`src/rtl/ball_brick_scheduler.sv`:
```
// Ball-vs-brick collision sequencer: probes the bricks just beyond the ball's
// leading edges, decrements live ones and shares the brick memory port with the draw engine.
module ball_brick_scheduler #(
   parameter int BRICK_W = 32,
   parameter int BRICK_H = 16,
   parameter int GRID_W  = 640,
   parameter int GRID_H  = 240
) (
   input  logic       clk,
   input  logic       resetn,
   input  logic       logic_go,
   input  logic [9:0] ballx,
   input  logic [9:0] bally,
   input  logic [9:0] size,
   input  logic       x_du,
   input  logic       y_du,
   input  logic       draw_req,
   input  logic [9:0] draw_x,
   input  logic [9:0] draw_y,
   input  logic       draw_rd,
   output logic       draw_gnt,
   output logic [9:0] mem_x,
   output logic [9:0] mem_y,
   output logic       mem_rd,
   output logic       mem_wr,
   output logic [1:0] mem_wdata,
   input  logic [1:0] mem_rdata,
   output logic       busy,
   output logic       done,
   output logic       x_flip,
   output logic       y_flip,
   output logic [2:0] hits,
   output logic       overrun
);
   localparam int LOG_W = $clog2(BRICK_W);
   localparam int LOG_H = $clog2(BRICK_H);

   typedef enum logic [2:0] {IDLE, LATCH, RD, WT, EV, DONE} state_t;

   state_t      r_state, w_state_nxt;
   logic        r_gnt, r_pend, r_overrun;
   logic [9:0]  r_bx, r_by, r_sz;
   logic        r_xdu, r_ydu;
   logic [3:0]  r_rem;
   logic [1:0]  r_cur;
   logic [1:0]  r_health;
   logic        r_xf, r_yf;
   logic [2:0]  r_hits;

   logic        w_go_ok, w_drop, w_start;
   logic [10:0] w_bx_ext, w_by_ext, w_bx_end, w_by_end, w_bx_last, w_by_last;
   logic [10:0] w_px, w_py;
   logic        w_v_act, w_h_act;
   logic [10:0] w_px_arr [4];
   logic [10:0] w_py_arr [4];
   logic [3:0]  w_pv, w_mask;
   logic [1:0]  w_sel;

   function automatic logic [1:0] lowest(input logic [3:0] m);
      lowest = 2'd0;
      for (int i = 3; i >= 0; i--)
         if (m[i]) lowest = 2'(i);
   endfunction

   assign w_go_ok = logic_go && (r_state == IDLE) && !r_pend;
   assign w_drop  = logic_go && !w_go_ok;
   assign w_start = (r_state == IDLE) && (r_pend || logic_go) && !(r_gnt && draw_req);

   // Probe slots 0/1 are V1/V2, slots 2/3 are H1/H2; all derived from the captured ball.
   always_comb begin
      w_bx_ext  = {1'b0, r_bx};
      w_by_ext  = {1'b0, r_by};
      w_bx_end  = w_bx_ext + {1'b0, r_sz};
      w_by_end  = w_by_ext + {1'b0, r_sz};
      w_bx_last = w_bx_end - 11'd1;
      w_by_last = w_by_end - 11'd1;
      w_v_act   = r_ydu ? (w_by_end[LOG_H-1:0] == '0)
                        : ((r_by[LOG_H-1:0] == '0) && (r_by != '0));
      w_h_act   = r_xdu ? (w_bx_end[LOG_W-1:0] == '0)
                        : ((r_bx[LOG_W-1:0] == '0) && (r_bx != '0));
      w_py      = r_ydu ? w_by_end : (w_by_ext - 11'd1);
      w_px      = r_xdu ? w_bx_end : (w_bx_ext - 11'd1);
      w_px_arr[0] = w_bx_ext;   w_py_arr[0] = w_py;
      w_px_arr[1] = w_bx_last;  w_py_arr[1] = w_py;
      w_px_arr[2] = w_px;       w_py_arr[2] = w_by_ext;
      w_px_arr[3] = w_px;       w_py_arr[3] = w_by_last;
      w_pv[0] = w_v_act;
      w_pv[1] = w_v_act && (w_bx_last[10:LOG_W] != w_bx_ext[10:LOG_W]);
      w_pv[2] = w_h_act;
      w_pv[3] = w_h_act && (w_by_last[10:LOG_H] != w_by_ext[10:LOG_H]);
      for (int i = 0; i < 4; i++)
         if ((w_px_arr[i] >= 11'(GRID_W)) || (w_py_arr[i] >= 11'(GRID_H)))
            w_pv[i] = 1'b0;
      w_mask = (r_state == LATCH) ? w_pv : r_rem;
      w_sel  = lowest(w_mask);
   end

   always_ff @(posedge clk or negedge resetn) begin
      if (!resetn) r_state <= IDLE;
      else         r_state <= w_state_nxt;
   end

   // NOTE: every combinational output gets a default first so no path infers a latch.
   always_comb begin
      w_state_nxt = r_state;
      mem_x       = '0;
      mem_y       = '0;
      mem_rd      = 1'b0;
      mem_wr      = 1'b0;
      mem_wdata   = '0;
      case (r_state)
         IDLE:    if (w_start) w_state_nxt = LATCH;
         LATCH:   w_state_nxt = (w_pv == '0) ? DONE : RD;
         RD:      w_state_nxt = WT;
         WT:      w_state_nxt = EV;
         EV:      w_state_nxt = (r_rem == '0) ? DONE : RD;
         DONE:    w_state_nxt = IDLE;
         default: w_state_nxt = IDLE;
      endcase
      if (r_gnt) begin
         mem_x  = draw_x;
         mem_y  = draw_y;
         mem_rd = draw_rd;
      end else if (r_state == RD || r_state == WT || r_state == EV) begin
         mem_x  = w_px_arr[r_cur][9:0];
         mem_y  = w_py_arr[r_cur][9:0];
         mem_rd = (r_state == RD);
         if (r_state == EV && r_health != 2'd0) begin
            mem_wr    = 1'b1;
            mem_wdata = r_health - 2'd1;
         end
      end
   end

   // NOTE: sequential state uses non-blocking assignments so every register sees pre-edge values.
   always_ff @(posedge clk or negedge resetn) begin
      if (!resetn) begin
         r_gnt     <= 1'b0;
         r_pend    <= 1'b0;
         r_overrun <= 1'b0;
         r_bx      <= '0;
         r_by      <= '0;
         r_sz      <= '0;
         r_xdu     <= 1'b0;
         r_ydu     <= 1'b0;
         r_rem     <= '0;
         r_cur     <= '0;
         r_health  <= '0;
         r_xf      <= 1'b0;
         r_yf      <= 1'b0;
         r_hits    <= '0;
      end else begin
         r_overrun <= w_drop;
         r_gnt     <= (r_state == IDLE) && !w_start && draw_req;
         if (w_start)
            r_pend <= 1'b0;
         else if (w_go_ok && r_gnt && draw_req)
            r_pend <= 1'b1;
         if (w_go_ok) begin
            r_bx  <= ballx;
            r_by  <= bally;
            r_sz  <= size;
            r_xdu <= x_du;
            r_ydu <= y_du;
         end
         if (r_state == LATCH) begin
            r_xf   <= 1'b0;
            r_yf   <= 1'b0;
            r_hits <= '0;
         end
         if (r_state == WT)
            r_health <= mem_rdata;
         if (r_state == EV && r_health != 2'd0) begin
            r_hits <= r_hits + 3'd1;
            if (r_cur[1]) r_xf <= 1'b1;
            else          r_yf <= 1'b1;
         end
         // Advance to the next pending probe slot when leaving LATCH or EV.
         if (r_state == LATCH || r_state == EV) begin
            r_cur <= w_sel;
            r_rem <= w_mask & ~(4'b0001 << w_sel);
         end
      end
   end

   assign draw_gnt = r_gnt;
   assign busy     = r_pend || (r_state != IDLE);
   assign done     = (r_state == DONE);
   assign x_flip   = done && r_xf;
   assign y_flip   = done && r_yf;
   assign hits     = done ? r_hits : 3'd0;
   assign overrun  = r_overrun;

endmodule
```
`config.mk`:
```
export PLATFORM = sky130hd
export DESIGN_NAME = ball_brick_scheduler
export DESIGN_NICKNAME = d
export VERILOG_FILES = /design/src/rtl/ball_brick_scheduler.sv
export SDC_FILE = /design/constraint.sdc
export NUM_CORES = 1
export LEC_CHECK = 0
export CORE_ASPECT_RATIO = 2
export CORE_MARGIN = 10
export CORE_UTILIZATION = 40
export CTS_BUF_LIST = sky130_fd_sc_hd__clkbuf_8 sky130_fd_sc_hd__clkbuf_16
export DETAILED_ROUTE_END_ITERATION = 10
export GPL_TIMING_DRIVEN = 0
export REMOVE_ABC_BUFFERS = 1
export SYNTH_ARGS = -nofsm -noshare
export SYNTH_HDL_FRONTEND = slang
export SYNTH_SLANG_ARGS = --single-unit
```
`constraint.sdc`:
```
create_clock -name clk -period 8.65 [get_ports clk]
set_clock_uncertainty 0.1 [all_clocks]
set_input_delay 0.865 -clock clk [delete_from_list [all_inputs] [get_ports clk]]
set_output_delay 0.865 -clock clk [all_outputs]
set_load 0.05 [all_outputs]
```
==> run summary, run 1 <==
largest net degree at the start of global routing -> 44
post-route setup slack -> 3385 ps
Sink Count -> 51
initial detailed-routing violation count -> 335
Vias/cell -> 5.855
wire per inst -> 18.33 µm
most frequent cells in the layout -> 90 x clkdlybuf4s50_1, 55 x nor2_1, 55 x nand2_1
Clock Path Buffers -> 2
sequential cell area fraction in the yosys report -> 24.69%
most common flop cell mapped by yosys -> dfrtp_1
Peak Freq -> 189.9 MHz
synth unique cells -> 67
Total Neg Setup Slack -> 0 ps
post-CTS setup buffers -> 0
CTS tree -> yes
Critical R2R Launch -> r_bx[0]
Placement Cell Area -> 6135 µm²
Detailed Route WL -> 15210 µm
grt ovf -> 0
commonest non-fill, non-tap cell in the layout -> clkdlybuf4s50_1
maxcap violations -> 0
crit path launch type -> flop
DRC -> 0
Initial Util -> 40.94%
reg2reg path depth -> 12
Post-synth EDFFs -> 0
H-tree levels -> 2
vias in the first global route -> 4930
FFs w/ async S/R, synth -> 100.0%
final worst path period share -> 60.87%
Max Transition Viols Final -> 0
crit path from -> r_by[0]
Design Area, Final -> 6336 µm²
area grow syn2layout -> 22.56%
synthesized area -> 5170 µm²
Clk Latency, worst-skew pair -> 310 ps
gr usage total -> 16.70%
Pre-antenna DRT Iters -> 4
CTS resizes -> 0
Crit path largest cell delay -> 870 ps
initial antenna violation count -> 0
Antenna Cells -> 0
RSZ-0062 raised after global routing -> no
Slew HR -> 17.83%
slowest cell on the critical path -> clkdlybuf4s50_1
Final ANT Viol Nets -> 0
DR vias -> 4860
CP cell instances -> ha_1 > inv_1 > fa_1 > nand2b_1 > o2bb2ai_1 > xnor2_1 > nor4_2 > nand3_1 > xor2_1 > a21oi_1 > a21oi_1 > o21ai_0 > clkdlybuf4s50_1
Slew @ Worst Pin -> 1233 ps
first-pass GRT wire length -> 24830 µm
Place WS -> 3643 ps
Core Area -> 12630 µm²
Setup crit end kind -> output port
cts hold-fix bufs -> 0
RePlAce Congestion -> 0.8798
Crit Path Category -> reg2out
die height -> 180.8 µm
Syn Inst Count -> 616
Worst EP required -> 7690 ps
CTS buffer count -> 5
die area -> 18150 µm²
DP HPWL -> 11810 µm
status -> finished, final reports clean
Root Driver -> clkbuf_16
Chip Width -> 100.4 µm
most used cell, CP -> a21oi_1
row cnt -> 58
Reg clk slew, reported paths -> 80 ps
post-layout minimum cycle time -> 5265 ps
R2R Path End -> r_cur[1]
CP Data Arrival Time -> 4300 ps
worst hold-check path type -> reg2reg
Critical Path Sink -> mem_y[8]
Final setup viols -> 0
Syn. warnings -> 0
syn avg cell area -> 8.393 µm²
crit path max fanout -> 6
share of cells above drive strength 1 -> 9.706%
Final Hold Fails -> 0
Yosys reg bits -> 51
r2r setup slk -> 4660 ps
Nets -> 768
PortBufs -> 91
I/O pin count -> 92
## kinds of logic after synthesis
logic type	after synthesis	synth area share, %
AO/OA/AOI/OAI	178	23.57
XOR/XNOR	47	10.02
adder cells (fa/ha/maj)	30	7.551
buffers and inverters	55	4.235
flip-flops	51	24.69
multiplexers	44	9.390
AND/OR/NAND/NOR	211	20.55
## stage by stage
stage	hold slack (ps)	utilization, %	cells
after floorplan	341.8	-	579
after global placement	360.5	48.44	820
after detailed placement	381.5	48.58	821
after CTS	394.3	49.95	829
after global routing	440.5	50.18	830
final	382.1	50.18	830
## Yosys cell counts (12+ instances only)
| master | instances | area share, % |
|---|---|---|
| a21o_1 | 12 | 1.7 |
| nand3_1 | 13 | 1.3 |
| xor2_1 | 16 | 2.7 |
| clkbuf_1 | 24 | 1.7 |
| inv_1 | 18 | 1.3 |
| a21oi_1 | 35 | 3.4 |
| nand2_1 | 56 | 4.1 |
| ha_1 | 28 | 6.8 |
| nor2_1 | 55 | 4.0 |
| o211ai_1 | 17 | 2.5 |
| o21ai_0 | 46 | 4.5 |
| mux2_2 | 36 | 7.8 |
| xnor2_1 | 22 | 3.7 |
| dfrtp_1 | 51 | 25 |
## metal layers
metal / routed length, µm / track usage [%]
met5: 0 / 0
met4: 450 / 6.705
met3: 675 / 3.172
met2: 8477 / 31.91
met1: 5608 / 16.66
## registers in the layout, indices dropped and copies added (netlist names), 2 cells and up
signal and cells:
r_hits 3, r_sz 10, r_health 2, r_bx 10, r_rem 4, r_by 10, r_cur 2, r_state 3
## area by class of cell
class / instances / area [µm²]
multi-input combinational: 510 / 3677
clock inverter: 3 / 47.55
inverter: 18 / 67.56
fill: 1266 / 6291
tap: 150 / 187.7
timing repair buffer: 93 / 953.4
sequential: 51 / 1277
clock buffer: 5 / 125.1
## worst max-delay path, delay by kind of cell (launching register included)
family          cells  cell delay (ps)
compound gates      4              660
xor+xnor            2              470
fa+ha+maj           2              660
buf+inv             2              930
flops               1              450
simple gates        3              810
## worst min path at each step
stage          slack (ps)        end       from  cells past startpoint
5_1_grt               440       r_xf       r_xf                      1
4_1_cts               390  r_hits[2]  r_hits[2]                      1
6_report              380  r_hits[2]  r_hits[2]                      1
2_1_floorplan         340       r_yf       r_yf                      2
3_5_place_dp          380  r_hits[2]  r_hits[2]                      1
3_3_place_gp          360  r_hits[2]  r_hits[2]                      1
Power of run 1 is left out: the tool's default activity adds up to more than one toggle a clock period on the data nets, which glitch-free logic cannot reach.
==> run 2, diff against run 1 <==
PLACE_DENSITY = 0.66   (was unset)
clock period = 4.2 ns   (was 8.65 ns; I/O delays follow)
==> run summary, run 2 (synthesis gave the netlist of run 1 again) <==
Clock Path Buffers -> 2
Antenna Cells -> 0
crit path max fanout -> 5
die height -> 180.8 µm
Initial Util -> 40.94%
cts hold-fix bufs -> 0
share of cells above drive strength 1 -> 15.26%
Crit Path Category -> reg2out
wire per inst -> 19.09 µm
Place WS -> -313.5 ps
CP Data Arrival Time -> 3520 ps
Detailed Route WL -> 16000 µm
post-route setup slack -> 162.1 ps
gr usage total -> 17.05%
largest registers -> r_bx (10), r_by (10), r_sz (10)
fillers -> 1232
Setup crit end kind -> output port
Nets -> 776
Worst EP required -> 3680 ps
Slew @ Worst Pin -> 1383 ps
post-layout minimum cycle time -> 4038 ps
final worst path period share -> 96.14%
CTS tree -> yes
status -> finished, final reports clean
first-pass GRT wire length -> 25400 µm
DR vias -> 4869
Vias/cell -> 5.810
most frequent cells in the layout -> 78 x clkdlybuf4s50_1, 55 x nand2_1, 52 x nor2_1
area grow syn2layout -> 25.29%
RSZ-0062 raised after global routing -> yes
vias in the first global route -> 4861
Final setup viols -> 0
Pre-antenna DRT Iters -> 5
Core Area -> 12630 µm²
row cnt -> 58
initial antenna violation count -> 0
maxcap violations -> 0
crit path launch type -> flop
DRC -> 0
I/O pin count -> 92
CTS buffer count -> 5
Peak Freq -> 247.7 MHz
Chip Width -> 100.4 µm
Max Transition Viols Final -> 0
Final ANT Viol Nets -> 0
Slew HR -> 7.816%
PortBufs -> 91
Reg clk slew, reported paths -> 70 ps
Final Hold Fails -> 0
Root Driver -> clkbuf_16
RePlAce Congestion -> 0.8621
worst hold-check path type -> in2async
DP HPWL -> 12390 µm
Clk Latency, worst-skew pair -> 300 ps
initial detailed-routing violation count -> 239
H-tree levels -> 2
final core utilization -> 51.30%
Sink Count -> 51
grt ovf -> 0
largest net degree at the start of global routing -> 44
commonest non-fill, non-tap cell in the layout -> clkdlybuf4s50_1
die area -> 18150 µm²
run 2: stage by stage:
| stage | cell area [µm²] | cells | hold WS, ps | TNS (ps) |
|---|---|---|---|---|
| floorplan | 5019 | 579 | 24.41 | 0 |
| global placement | 6117 | 820 | 358.4 | -1505 |
| detailed placement | 6135 | 821 | 367.6 | -2046 |
| CTS | 6340 | 830 | 55.52 | 0 |
| global route | 6477 | 838 | 84.20 | -29.26 |
| finish | 6477 | 838 | 38.94 | 0 |
run 2: layout make-up:
cell class | count | area [µm²] | share of cell area [%]
timing repair buffer | 101 | 965.9 | 14.91
inverter | 18 | 67.56 | 1.043
clock inverter | 2 | 12.51 | 0.1932
tap | 150 | 187.7 | 2.897
multi-input combinational | 510 | 3826 | 59.07
sequential | 51 | 1279 | 19.74
clock buffer | 6 | 138.9 | 2.144
run 2: critical path: stages (launching register included):
cell,delay (ps)
dfrtp_1,420
ha_1,220
inv_1,60
fa_1,570
nor2b_4,190
nand3b_1,90
mux2_4,310
a2111oi_4,300
xnor2_1,170
mux2i_1,90
a21oi_1,260
a22o_1,160
clkdlybuf4s15_2,380
run 2: worst paths after layout:
check                            endpoint       from  depth (start not counted)  slack [ps]
worst max-delay path             mem_y[7]    r_by[0]                         12         160
worst min-delay path              overrun     resetn                          1          40
worst max register to register   r_cur[1]    r_bx[0]                         12         320
worst min register to register  r_hits[2]  r_hits[2]                          1         370
max in group asynchronous         r_bx[8]     resetn                          2        3380
min in group clk                r_hits[2]  r_hits[2]                          1         370
run 2: timing repair:
action / 4_1_cts / 5_1_grt
endpoints found under the setup margin: 13 / 15
resized for setup: 66 / 24
pin swaps: 1 / 9
buffers inserted: 1 / 8
run 2: layer usage:
layer  vias up  wire length [µm]  track usage [%]  part of all wire, %
met5         -                 0                0                    0
met4         0               476            6.591                  3.0
met3        26               619            2.484                  3.9
met2       110              9032            33.00                   56
met1      2342              5871            17.19                   37
li1       2391                 -                -                    -
Power of run 2 is left out for the same reason.
==> run 3, diff against run 2 <==
CORE_MARGIN = unset   (was 10)
==> run summary, run 3 (synthesis gave the netlist of run 1 again) <==
Antenna Cells -> 0
maxcap violations -> 0
share of cells above drive strength 1 -> 13.78%
Chip Width -> 82.39 µm
Slew HR -> 9.786%
DR vias -> 4918
crit path launch type -> flop
vias in the first global route -> 4760
Worst EP required -> 3680 ps
R2R Path End -> r_cur[1]
grt ovf -> 0
Max Transition Viols Final -> 0
PortBufs -> 91
wire per inst -> 17.50 µm
r2r setup slk -> 330 ps
Final Hold Fails -> 0
H-tree levels -> 2
die height -> 162.8 µm
DRC -> 0
most frequent cells in the layout -> 77 x clkdlybuf4s50_1, 55 x nand2_1, 53 x nor2_1
Clk Latency, worst-skew pair -> 300 ps
final core utilization -> 51.07%
RePlAce Congestion -> 0.8885
commonest non-fill, non-tap cell in the layout -> clkdlybuf4s50_1
Root Driver -> clkbuf_16
fillers -> 1212
Reg clk slew, reported paths -> 80 ps
reg2reg path depth -> 12
CTS buffer count -> 5
Final setup viols -> 0
FF/Latch Area -> 1281 µm²
met1 Usage GRT -> 24.31%
Vias/cell -> 5.911
Pre-antenna DRT Iters -> 4
DP HPWL -> 10980 µm
worst hold-check path type -> reg2reg
Nets -> 770
Crit Path Category -> reg2out
Core Area -> 12550 µm²
RSZ-0062 raised after global routing -> yes
crit path from -> r_by[3]
Peak Freq -> 247.8 MHz
die area -> 13410 µm²
CTS tree -> yes
initial detailed-routing violation count -> 219
GRT Max-Usage Layer -> met2
crit path max fanout -> 8
Critical R2R Launch -> r_sz[0]
Sink Count -> 51
final worst path period share -> 96.08%
Slew @ Worst Pin -> 1353 ps
gr usage total -> 22.88%
CP Data Arrival Time -> 3520 ps
Detailed Route WL -> 14560 µm
post-layout minimum cycle time -> 4035 ps
initial antenna violation count -> 0
first-pass GRT wire length -> 23470 µm
multi-input logic area -> 3786 µm²
Setup crit end kind -> output port
I/O pin count -> 92
largest registers -> r_bx (10), r_by (10), r_sz (10)
GR Util met2 -> 43.01%
area grow syn2layout -> 24.01%
M3 GR Usage -> 1.905%
Design Area, Final -> 6411 µm²
Placement Cell Area -> 6135 µm²
row cnt -> 58
Critical Path Sink -> mem_y[5]
Final ANT Viol Nets -> 0
Clock Path Buffers -> 2
Initial Util -> 41.18%
status -> finished, final reports clean
largest net degree at the start of global routing -> 44
run 3: what timing repair did:
action	4_1_cts	5_1_grt
endpoints found under the setup margin	13	13
hold buffers	1	0
resized for setup	47	30
pin swaps	0	2
hold endpoints to repair	12	0
buffers inserted	0	2
gates cloned	0	0
run 3: worst min-delay path by stage:
stage | from | endpoint | slack [ps] | cells after the start
detailed placement | resetn | r_bx[7] | 260 | 1
CTS | r_hits[2] | r_hits[2] | 410 | 1
finish | r_hits[2] | r_hits[2] | 410 | 1
floorplan | resetn | draw_gnt | 20 | 0
global placement | r_yf | r_yf | 360 | 2
global route | r_yf | r_yf | 440 | 2
run 3: area by class of cell:
type	count	area share, %
Sequential cell	51	19.98
Inverter	18	1.054
Clock inverter	3	0.7221
Clock buffer	5	1.952
Timing Repair Buffer	95	14.31
Multi-Input combinational cell	510	59.06
Tap cell	150	2.927
run 3: per-layer routing:
layer,wire [µm],up-vias
met5,0,-
met3,461,34
met1,5415,2370
li1,-,2389
met4,572,0
met2,8109,125
run 3: through the flow:
stage | setup TNS [ps] | setup WS, ps | hold slack [ps] | cells
6_report | 0 | 164.6 | 406.1 | 832
5_1_grt | -6.051 | -6.051 | 439.4 | 832
4_1_cts | -37.16 | -37.16 | 409.6 | 830
3_5_place_dp | -1388 | -294.2 | 257.2 | 821
3_3_place_gp | -1119 | -274.4 | 360.1 | 820
2_1_floorplan | 0 | 5.543 | 24.41 | 579
run 3: critical path: stages (launching register included):
cell	delay (ps)
dfrtp_1	480
ha_1	460
nand2_1	130
o31ai_4	380
xor2_2	470
o21ai_0	220
nand3_1	130
o211ai_1	100
o21ai_0	150
a22o_1	160
dlygate4sd2_1	530
Power of run 3 is left out for the same reason.
